[src/rtl/vm_pkg.sv]
// Shared constants and types for the change-return hopper sequencer.
package vm_pkg;

  localparam int unsigned N_DEN   = 5;
  localparam int unsigned STOCK_W = 4;

  localparam logic [2:0] DEN_50 = 3'd0;
  localparam logic [2:0] DEN_20 = 3'd1;
  localparam logic [2:0] DEN_10 = 3'd2;
  localparam logic [2:0] DEN_5  = 3'd3;
  localparam logic [2:0] DEN_1  = 3'd4;

  typedef logic [7:0]         amt_t;
  typedef logic [STOCK_W-1:0] stock_t;

  // One-hot to match the existing vending FSM style.
  typedef enum logic [5:0] {
    ST_IDLE    = 6'b000001,
    ST_SELECT  = 6'b000010,
    ST_REQ     = 6'b000100,
    ST_RELEASE = 6'b001000,
    ST_DONE    = 6'b010000,
    ST_FAIL    = 6'b100000
  } state_e;

  // Face value of each tube, largest first.
  function automatic amt_t coin_value(input logic [2:0] idx);
    case (idx)
      DEN_50:  coin_value = 8'd50;
      DEN_20:  coin_value = 8'd20;
      DEN_10:  coin_value = 8'd10;
      DEN_5:   coin_value = 8'd5;
      DEN_1:   coin_value = 8'd1;
      default: coin_value = 8'd0;
    endcase
  endfunction

endpackage

[src/rtl/coin_select.sv]
// Greedy picker: largest denomination that fits the remaining amount and
// whose tube is not empty.
module coin_select
  import vm_pkg::*;
(
  input  amt_t                            remain_i,
  input  logic [N_DEN-1:0][STOCK_W-1:0]  stock_i,
  output logic                            valid_o,
  output logic [2:0]                      idx_o
);

  // Lowest index (largest value) wins; later matches are ignored once valid.
  always_comb begin
    valid_o = 1'b0;
    idx_o   = '0;
    for (int unsigned i = 0; i < N_DEN; i++) begin
      if (!valid_o && (coin_value(i[2:0]) <= remain_i) && (stock_i[i[2:0]] != '0)) begin
        valid_o = 1'b1;
        idx_o   = i[2:0];
      end
    end
  end

endmodule

[src/rtl/change_dispense_ctrl.sv]
// Change-return sequencer: pays out an amount coin by coin over a 4-phase
// req/ack handshake with the hopper, tracking per-tube stock.
module change_dispense_ctrl
  import vm_pkg::*;
#(
  parameter logic [3:0]  INIT_STOCK     = 4'd10,
  parameter logic [23:0] TIMEOUT_CYCLES = 24'd1_000_000
) (
  input  logic       sys_clk,
  input  logic       sys_rst_n,
  input  logic       start,
  input  logic [7:0] change_amt,
  input  logic       abort,
  output logic       coin_req,
  output logic [2:0] coin_sel,
  input  logic       coin_ack,
  input  logic       refill,
  input  logic [2:0] refill_sel,
  output logic       busy,
  output logic       done,
  output logic       fail,
  output logic [7:0] remain
);

  localparam logic [23:0] TIMEOUT_LAST = TIMEOUT_CYCLES - 24'd1;

  state_e                         state_q, state_d;
  amt_t                           remain_q, remain_d;
  logic [2:0]                     coin_sel_q, coin_sel_d;
  logic                           coin_req_q, coin_req_d;
  logic                           busy_q, busy_d;
  logic                           done_q, done_d;
  logic                           fail_q, fail_d;
  logic                           abort_q, abort_d;
  logic [23:0]                    timer_q, timer_d;
  logic [N_DEN-1:0][STOCK_W-1:0]  stock_q, stock_d;

  logic       pick_valid;
  logic [2:0] pick_idx;
  logic       dec_en;
  logic       clr_en;
  logic       abort_seen;

  coin_select u_coin_select (
    .remain_i (remain_q),
    .stock_i  (stock_q),
    .valid_o  (pick_valid),
    .idx_o    (pick_idx)
  );

  // State and datapath registers; reset drops coin_req asynchronously.
  always_ff @(posedge sys_clk or negedge sys_rst_n) begin
    if (!sys_rst_n) begin
      state_q    <= ST_IDLE;
      remain_q   <= '0;
      coin_sel_q <= '0;
      coin_req_q <= 1'b0;
      busy_q     <= 1'b0;
      done_q     <= 1'b0;
      fail_q     <= 1'b0;
      abort_q    <= 1'b0;
      timer_q    <= '0;
      stock_q    <= {N_DEN{INIT_STOCK}};
    end else begin
      state_q    <= state_d;
      remain_q   <= remain_d;
      coin_sel_q <= coin_sel_d;
      coin_req_q <= coin_req_d;
      busy_q     <= busy_d;
      done_q     <= done_d;
      fail_q     <= fail_d;
      abort_q    <= abort_d;
      timer_q    <= timer_d;
      stock_q    <= stock_d;
    end
  end

  // Next-state and handshake control; ack beats timeout beats abort in REQ.
  always_comb begin
    state_d    = state_q;
    remain_d   = remain_q;
    coin_sel_d = coin_sel_q;
    coin_req_d = coin_req_q;
    busy_d     = busy_q;
    done_d     = 1'b0;
    fail_d     = 1'b0;
    abort_d    = abort_q;
    timer_d    = timer_q;
    dec_en     = 1'b0;
    clr_en     = 1'b0;
    abort_seen = abort_q | abort;

    // Abort is remembered for the whole busy period and acted on at SELECT.
    if ((state_q != ST_IDLE) && abort) begin
      abort_d = 1'b1;
    end

    case (state_q)
      ST_IDLE: begin
        if (start) begin
          remain_d = change_amt;
          busy_d   = 1'b1;
          abort_d  = 1'b0;
          state_d  = ST_SELECT;
        end
      end
      ST_SELECT: begin
        if (remain_q == '0) begin
          done_d  = 1'b1;
          state_d = ST_DONE;
        end else if (abort_seen || !pick_valid) begin
          fail_d  = 1'b1;
          state_d = ST_FAIL;
        end else begin
          coin_sel_d = pick_idx;
          coin_req_d = 1'b1;
          timer_d    = '0;
          state_d    = ST_REQ;
        end
      end
      ST_REQ: begin
        if (coin_ack) begin
          remain_d   = remain_q - coin_value(coin_sel_q);
          dec_en     = 1'b1;
          coin_req_d = 1'b0;
          state_d    = ST_RELEASE;
        end else if (timer_q == TIMEOUT_LAST) begin
          clr_en     = 1'b1;
          coin_req_d = 1'b0;
          fail_d     = 1'b1;
          state_d    = ST_FAIL;
        end else if (abort_seen) begin
          coin_req_d = 1'b0;
          fail_d     = 1'b1;
          state_d    = ST_FAIL;
        end else begin
          timer_d = timer_q + 24'd1;
        end
      end
      ST_RELEASE: begin
        if (!coin_ack) begin
          state_d = ST_SELECT;
        end
      end
      ST_DONE, ST_FAIL: begin
        busy_d  = 1'b0;
        state_d = ST_IDLE;
      end
      default: begin
        state_d = ST_IDLE;
      end
    endcase
  end

  // Per-tube stock: a jam empties the tube, refill saturates, and a refill
  // landing on the tube being decremented cancels out.
  always_comb begin
    logic hit;
    logic inc;
    stock_d = stock_q;
    hit     = 1'b0;
    inc     = 1'b0;
    for (int unsigned i = 0; i < N_DEN; i++) begin
      hit = (coin_sel_q == i[2:0]);
      inc = refill && (refill_sel == i[2:0]);
      if (clr_en && hit) begin
        stock_d[i[2:0]] = '0;
      end else if (inc && !(dec_en && hit)) begin
        if (stock_q[i[2:0]] != '1) begin
          stock_d[i[2:0]] = stock_q[i[2:0]] + 4'd1;
        end
      end else if (dec_en && hit && !inc) begin
        stock_d[i[2:0]] = stock_q[i[2:0]] - 4'd1;
      end
    end
  end

  assign coin_req = coin_req_q;
  assign coin_sel = coin_sel_q;
  assign busy     = busy_q;
  assign done     = done_q;
  assign fail     = fail_q;
  assign remain   = remain_q;

endmodule

[config.mk]
export PLATFORM = sky130hd
export DESIGN_NAME = change_dispense_ctrl
export DESIGN_NICKNAME = d
export VERILOG_FILES = /design/src/rtl/vm_pkg.sv /design/src/rtl/coin_select.sv /design/src/rtl/change_dispense_ctrl.sv
export SDC_FILE = /design/constraint.sdc
export NUM_CORES = 1
export LEC_CHECK = 0
export ABC_AREA = 1
export BUFFER_PORTS_ARGS = -buffer_cell sky130_fd_sc_hd__buf_2
export CORE_MARGIN = 2
export CORE_UTILIZATION = 37
export CTS_BUF_LIST = sky130_fd_sc_hd__clkbuf_8
export DETAILED_ROUTE_END_ITERATION = 8
export SYNTH_ARGS = -nofsm -noshare
export SYNTH_HDL_FRONTEND = slang
export SYNTH_SLANG_ARGS = --single-unit
[constraint.sdc]
create_clock -name sys_clk -period 4.4 [get_ports sys_clk]
set_input_delay 0.22 -clock sys_clk [delete_from_list [all_inputs] [get_ports sys_clk]]
set_output_delay 0.22 -clock sys_clk [all_outputs]
set_load 0.03 [all_outputs]
; Word-level counts from Yosys, hierarchy flattened
; Index checks and enable logic that the tools add are counted.
[word_totals]
inputBits = 17
elab_cells = 221
register_bits = 66
output_inout_bits = 15
[op_classes]
eq_ne = 35
n_reduce_logical = 79
muxes = 73
add_sub_neg = 12
n_lt_le_gt_ge = 5
bitwise_logic = 3
[ops]
columns = operator, n
row1 = $mux 24, 5
row2 = $mux 4, 20
row3 = $pmux 24 s2, 1
row4 = $mux 6, 7
row5 = $logic_and 1x1->1, 35
row6 = $mux 8, 4
row7 = $pmux 6 s5, 1
row8 = $mux 1, 27
row9 = $add 24x1->24 const B, 1
row10 = $eq 24x20->1 const B, 1
row11 = $ne 4x4->1 const B, 6
row12 = $pmux 6 s4, 1
row13 = $add 4x1->4 const B, 5
row14 = $reduce_bool 4->1, 5
row15 = $sub 4x1->4 const B, 5
row16 = $ne 2x2->1 const B, 8
row17 = $pmux 8 s2, 1
row18 = $logic_not 1->1, 15
row19 = $ne 3x2->1 const B, 5
row20 = $reduce_bool 3->1, 5
row21 = $eq 3x2->1 const B, 4
row22 = $reduce_and 2->1, 6
row23 = $reduce_and 3->1, 3
row24 = $le 1x8->1 const A, 1
row25 = 26 further kinds, 35

; Logic depth before layout (Yosys ltp)
[depth]
word_depth = 24
ltp_mapped = 15
mapped_depth_nobuf = 15

; Cells and area by module
; A second synthesis with hierarchy kept.
[unflattened]
hier_cells = 752
area_unflattened_um2 = 5102.4
[modules_own_cells]
columns = module, seq_area_each_um2, n_inst, area_per_inst_um2, cells_each
row1 = change_dispense_ctrl, 1665.3, 1, 4825.9, 697
row2 = coin_select, 0.0, 1, 276.5, 55

; Worst setup path before layout
; Ideal clock, no wire load.
[synth_timing]
kind = reg-to-reg
startpoint = register coin_sel_q[2] (netlist: coin_sel[2])
endpoint = register remain_q[6] (netlist: remain[6])
synth_period_minus_slack_ns = 2.370
n_path_buf = 0
required_ns = 4.277
path_slack_ns = 2.030
setup_ns = 0.123
path_stages_with_launch = 16
arrival_time_ns = 2.247
cell_sequence = dfrtp_1 > inv_1 > nand2_1 > nor2_1 > inv_1 > nand2_1 > ha_1 > fa_1 > nand3b_1 > nand2_1 > nand2_1 > nand2_1 > a21oi_1 > and2_1 > o21ai_0 > nand2_1
[synth_between]
elab_chain_cells = 7
word_cells_on_any_way = 11
cone_classes = add/sub: 1 / eq/ne: 4 / mux: 5 / reduce/logical: 1
[synth_lines]
columns = item, line
row1 = "start, declared", change_dispense_ctrl.sv:29  ; logic [2:0] coin_sel_q, coin_sel_d;
row2 = "start signal, assigned", change_dispense_ctrl.sv:67  ; coin_sel_q <= coin_sel_d;
row3 = "$eq 3x3->1, or another cell as far along", vm_pkg.sv:28  ; case (idx)
row4 = $pmux 6 s5 (*), vm_pkg.sv:28
row5 = $mux 8 (*), change_dispense_ctrl.sv:122  ; if (coin_ack) begin
row6 = $mux 8 (*), change_dispense_ctrl.sv:98  ; case (state_q)
row7 = $sub 8x8->8 (*), change_dispense_ctrl.sv:123  ; remain_d = remain_q - coin_value(coin_sel_q);
row8 = $mux 8 (*), change_dispense_ctrl.sv:122
row9 = $pmux 8 s2 (*), change_dispense_ctrl.sv:98
row10 = "end signal, assigned", change_dispense_ctrl.sv:66  ; remain_q <= remain_d;
row11 = "end, declared", change_dispense_ctrl.sv:28  ; amt_t remain_q, remain_d;
; Every way passes the cells marked *; elsewhere a longest branch is shown, timed or not. The select of a mux whose other input is x is not followed.
; A chain may end at the register's enable or synchronous reset.

; Final worst setup path
[layout_timing]
startpoint = register state_q[1]
endpoint = register stock_q[19] (netlist bit)
[layout_between]
elab_chain_cells = 7
word_cells_on_any_way = 13
cone_classes = eq/ne: 2 / mux: 4 / reduce/logical: 7
[layout_lines]
columns = item, line
row1 = "start, declared", change_dispense_ctrl.sv:27  ; state_e state_q, state_d;
row2 = "start signal, assigned", change_dispense_ctrl.sv:65  ; state_q <= state_d;
row3 = $eq 6x3->1 (*), change_dispense_ctrl.sv:98
row4 = $mux 1, change_dispense_ctrl.sv:98
row5 = $logic_and 1x1->1, "change_dispense_ctrl.sv:168, change_dispense_ctrl.sv:172"
row6 = $logic_not 1->1, change_dispense_ctrl.sv:168  ; end else if (inc && !(dec_en && hit)) begin
row7 = $logic_and 1x1->1, change_dispense_ctrl.sv:168
row8 = "$ne 3x2->1 (no source line), or another cell as far along", --
row9 = $reduce_and 2->1 (no source line) or $mux 4 (tied branches), --
row10 = "end signal, assigned", change_dispense_ctrl.sv:63  ; stock_q <= {N_DEN{INIT_STOCK}};
row11 = "end signal, assigned", change_dispense_ctrl.sv:74  ; stock_q <= stock_d;
row12 = "end, declared", change_dispense_ctrl.sv:36  ; logic [N_DEN-1:0][STOCK_W-1:0] stock_q, stock_d;
; Every way passes the cells marked *; elsewhere a longest branch is shown, timed or not.

==> qor.yml <==
outcome:
  outcome: "finished clean"
power_and_ir_drop:
  p_total_mw: 3.17
  vdd_drop_max_mv: 0.344
  power_density_mw_per_mm2: 570
  power_leakage_nw: 2.60
finish:
  final_util_pct: 41.9
  instances_no_fill: 941
  final_area_mm2: 0.00557
  mostFrequentLayoutCell: "nand2_1"
  drive_above_1_share_pct: 13.1
  nets: 801
  area_growth_pct: 10.3
  layout_common_cells: "193 x nand2_1, 106 x nor2_1, 81 x inv_1"
  nFillCells: 1403
  n_antenna_cell: 0
timing:
  setup_ws_ns: 1.71
  clock_skew_ns: 0.00920
  slew_viol_final: 0
  finalHoldViolCount: 0
  period_needed_ns: 2.69
  setup_viol: 0
  worst_slew_pin_slew_ns: 0.610
  finalCritPeriodShare_pct: 61.1
  rsz0062_at_grt: "false"
  relSlewSlack_pct: 59.2
  max_freq_mhz: 372
  fin_setup_tns_ns: 0
  whs_ns: 0.0390
global_routing:
  first_global_vias: 4201
  grt_use_total_pct: 17.8
  grt_overflow: 0
  grt_pass1_wl_mm: 20.6
  grt_antenna_before_repair: 0
  grt_max_degree: 45
place:
  dpl.hpwl_mm: 9.06
  placed_area_mm2: 0.00535
  dp_slack_ns: 1.69
  port_buffers: 31
  placed_cells: 925
  place_congestion: 0.850
critical_path:
  critical-path-max-stage-delay_ns: 0.41
  crit_required_ns: 4.72
  critical_path.cell_chain: "nor2_4, nand3_1, nor2_4, nand2_2, o21ai_1, ha_1, a21oi_1, nand3_1, nand2_1, inv_1, nand2_1, nand2_1, nor2_1, nand2_1, nand2_1"
  slowest_stage: "dfrtp_1"
  crit_top_cell: "nand2_1"
  setup.worst_path.end_class: "register"
  crit_type: "register to register"
  startpoint_type: "register"
  path_max_fanout: 15
  cp.arrival_ns: 3.01
synthesis:
  yosysWarnings: 0
  async_flop_share_pct: 100
  ys_seq_area_share_pct: 33.0
  synthFlopType: "dfrtp_1"
  ys_ff_latch: 66
  syn_nets: 768
  ys_top_cells_by_area: "dfrtp_1 27%, nand2_1 14%, nor2_1 7.9%"
  synth_edf_count: 0
  syn_area_mm2: 0.00504
  synth_top_area_share_pct: 27.3
  syn-instance-count: 728
  syn-mean-instance-area_um2: 6.93
  yosys.area.top_type: "dfrtp_1"
  synthDistinctLibCells: 50
clock_tree:
  cts_tree: "built"
  htree_levels: 3
  cts_sinks: 66
  root_buffer: "clkbuf_8"
  cts.path.max_buffers: 2
  cts.clk_slew.worst_paths_ns: 0.07
  clk_latency_ns: 0.37
  cts_resized: 0
  cts_buffers: 9
route:
  antenna_left: 0
  via_per_inst: 4.96
  post-route-drc-count: 0
  totalWireLength_mm: 12.0
  wl_per_cell_um: 12.8
  first_iter_violations: 315
  firstDrtPassIters: 4
  vias: 4668
floorplan:
  die_area_mm2: 0.0146
  rows: 42
  chipHeight_um: 121
  fp.dieW_um: 121
  initial_utilization_pct: 37.9
  num_io_pins: 32
  fp.coreArea_mm2: 0.0133
min_path:
  min_path_type: "primary input to register"
job:
  cap_violations: 0
sequential cells by signal (all words and copies together), names as in the netlist:
signal    cells
abort_q       1
busy          1
coin_req      1
coin_sel      3
done          1
fail          1
remain        8
state_q       6
stock_q      20
timer_q      24
report_power, final:
group	switching (mW)	internal, mW
sequential	0.204	0.815
clock	0.255	0.313
combinational	1.02	0.565
total	1.48	1.69
logic make-up (layout without fill, tap and decap cells):
logic type	after synthesis	after routing	share of synthesized area, %
simple gates	441	441	39.7
xor+xnor	19	19	3.30
buf+inv	102	139	8.43
compound gates	77	77	8.98
fa+ha+maj	23	23	6.60
flops	66	66	33.0
per-layer routing:
| metal | track usage [%] | vias to the layer above | share of wire [%] |
|---|---|---|---|
| li1 | - | 2420 | - |
| met1 | 26.3 | 2150 | 51 |
| met2 | 25.8 | 86 | 43 |
| met3 | 4.06 | 12 | 4.5 |
| met4 | 5.23 | 0 | 1.3 |
| met5 | 0 | - | 0 |
synth_stat cells (2+ instances only):
| master | number |
|---|---|
| ha_1 | 17 |
| nor3_1 | 11 |
| nand2_2 | 3 |
| nor2_8 | 2 |
| buf_4 | 3 |
| a211oi_1 | 2 |
| or2_2 | 3 |
| nor2_4 | 4 |
| o21a_1 | 2 |
| xor2_1 | 13 |
| nand4_1 | 20 |
| inv_1 | 81 |
| nand2_1 | 193 |
| o211ai_1 | 2 |
| nand3_1 | 75 |
| nor3b_1 | 3 |
| fa_1 | 6 |
| clkbuf_1 | 3 |
| buf_2 | 4 |
| o21ai_1 | 16 |
| a21o_1 | 2 |
| a21oi_1 | 24 |
| xnor2_1 | 6 |
| nand3_2 | 3 |
| clkinv_1 | 2 |
| o21ai_2 | 2 |
| inv_2 | 6 |
| o21ai_0 | 19 |
| nand3b_1 | 2 |
| o21bai_2 | 3 |
| dfrtp_1 | 55 |
| nor2_2 | 8 |
| dfstp_2 | 11 |
| nor2_1 | 106 |
repair_timing:
| item | CTS | global route |
|---|---|---|
| hold endpoints to repair | 22 | 0 |
| buffers inserted | 0 | 0 |
| hold buffers | 1 | 0 |
final timing paths:
kind	slack, ns	to	startpoint	cells past startpoint
worst max-delay path	1.71	stock_q[19]	state_q[1]	15
worst min-delay path	0.04	abort_q	start	2
worst max register to register	1.71	stock_q[19]	state_q[1]	15
worst min register to register	0.48	stock_q[11]	stock_q[11]	2
max in group asynchronous	3.04	stock_q[18]	sys_rst_n	3
min in group asynchronous	0.36	timer_q[2]	sys_rst_n	2
critical path: cells and delay by family (launching register included):
kind,cells,cell delay (ns)
flops,1,0.41
fa+ha+maj,1,0.34
compound gates,2,0.52
simple gates,11,1.33
buf+inv,1,0.04
cell type report:
class / instances / area [µm²] / share of cell area, %
well taps: 176 / 220 / 3.96
flip-flops and latches: 66 / 1670 / 29.9
inverters: 90 / 340 / 6.12
repair buffers: 34 / 180 / 3.24
multi-input cells: 560 / 2950 / 53.1
clock buffers: 9 / 124 / 2.23
clock inverters: 6 / 82.6 / 1.48
Note: power is estimated with default switching activity, not from simulation.
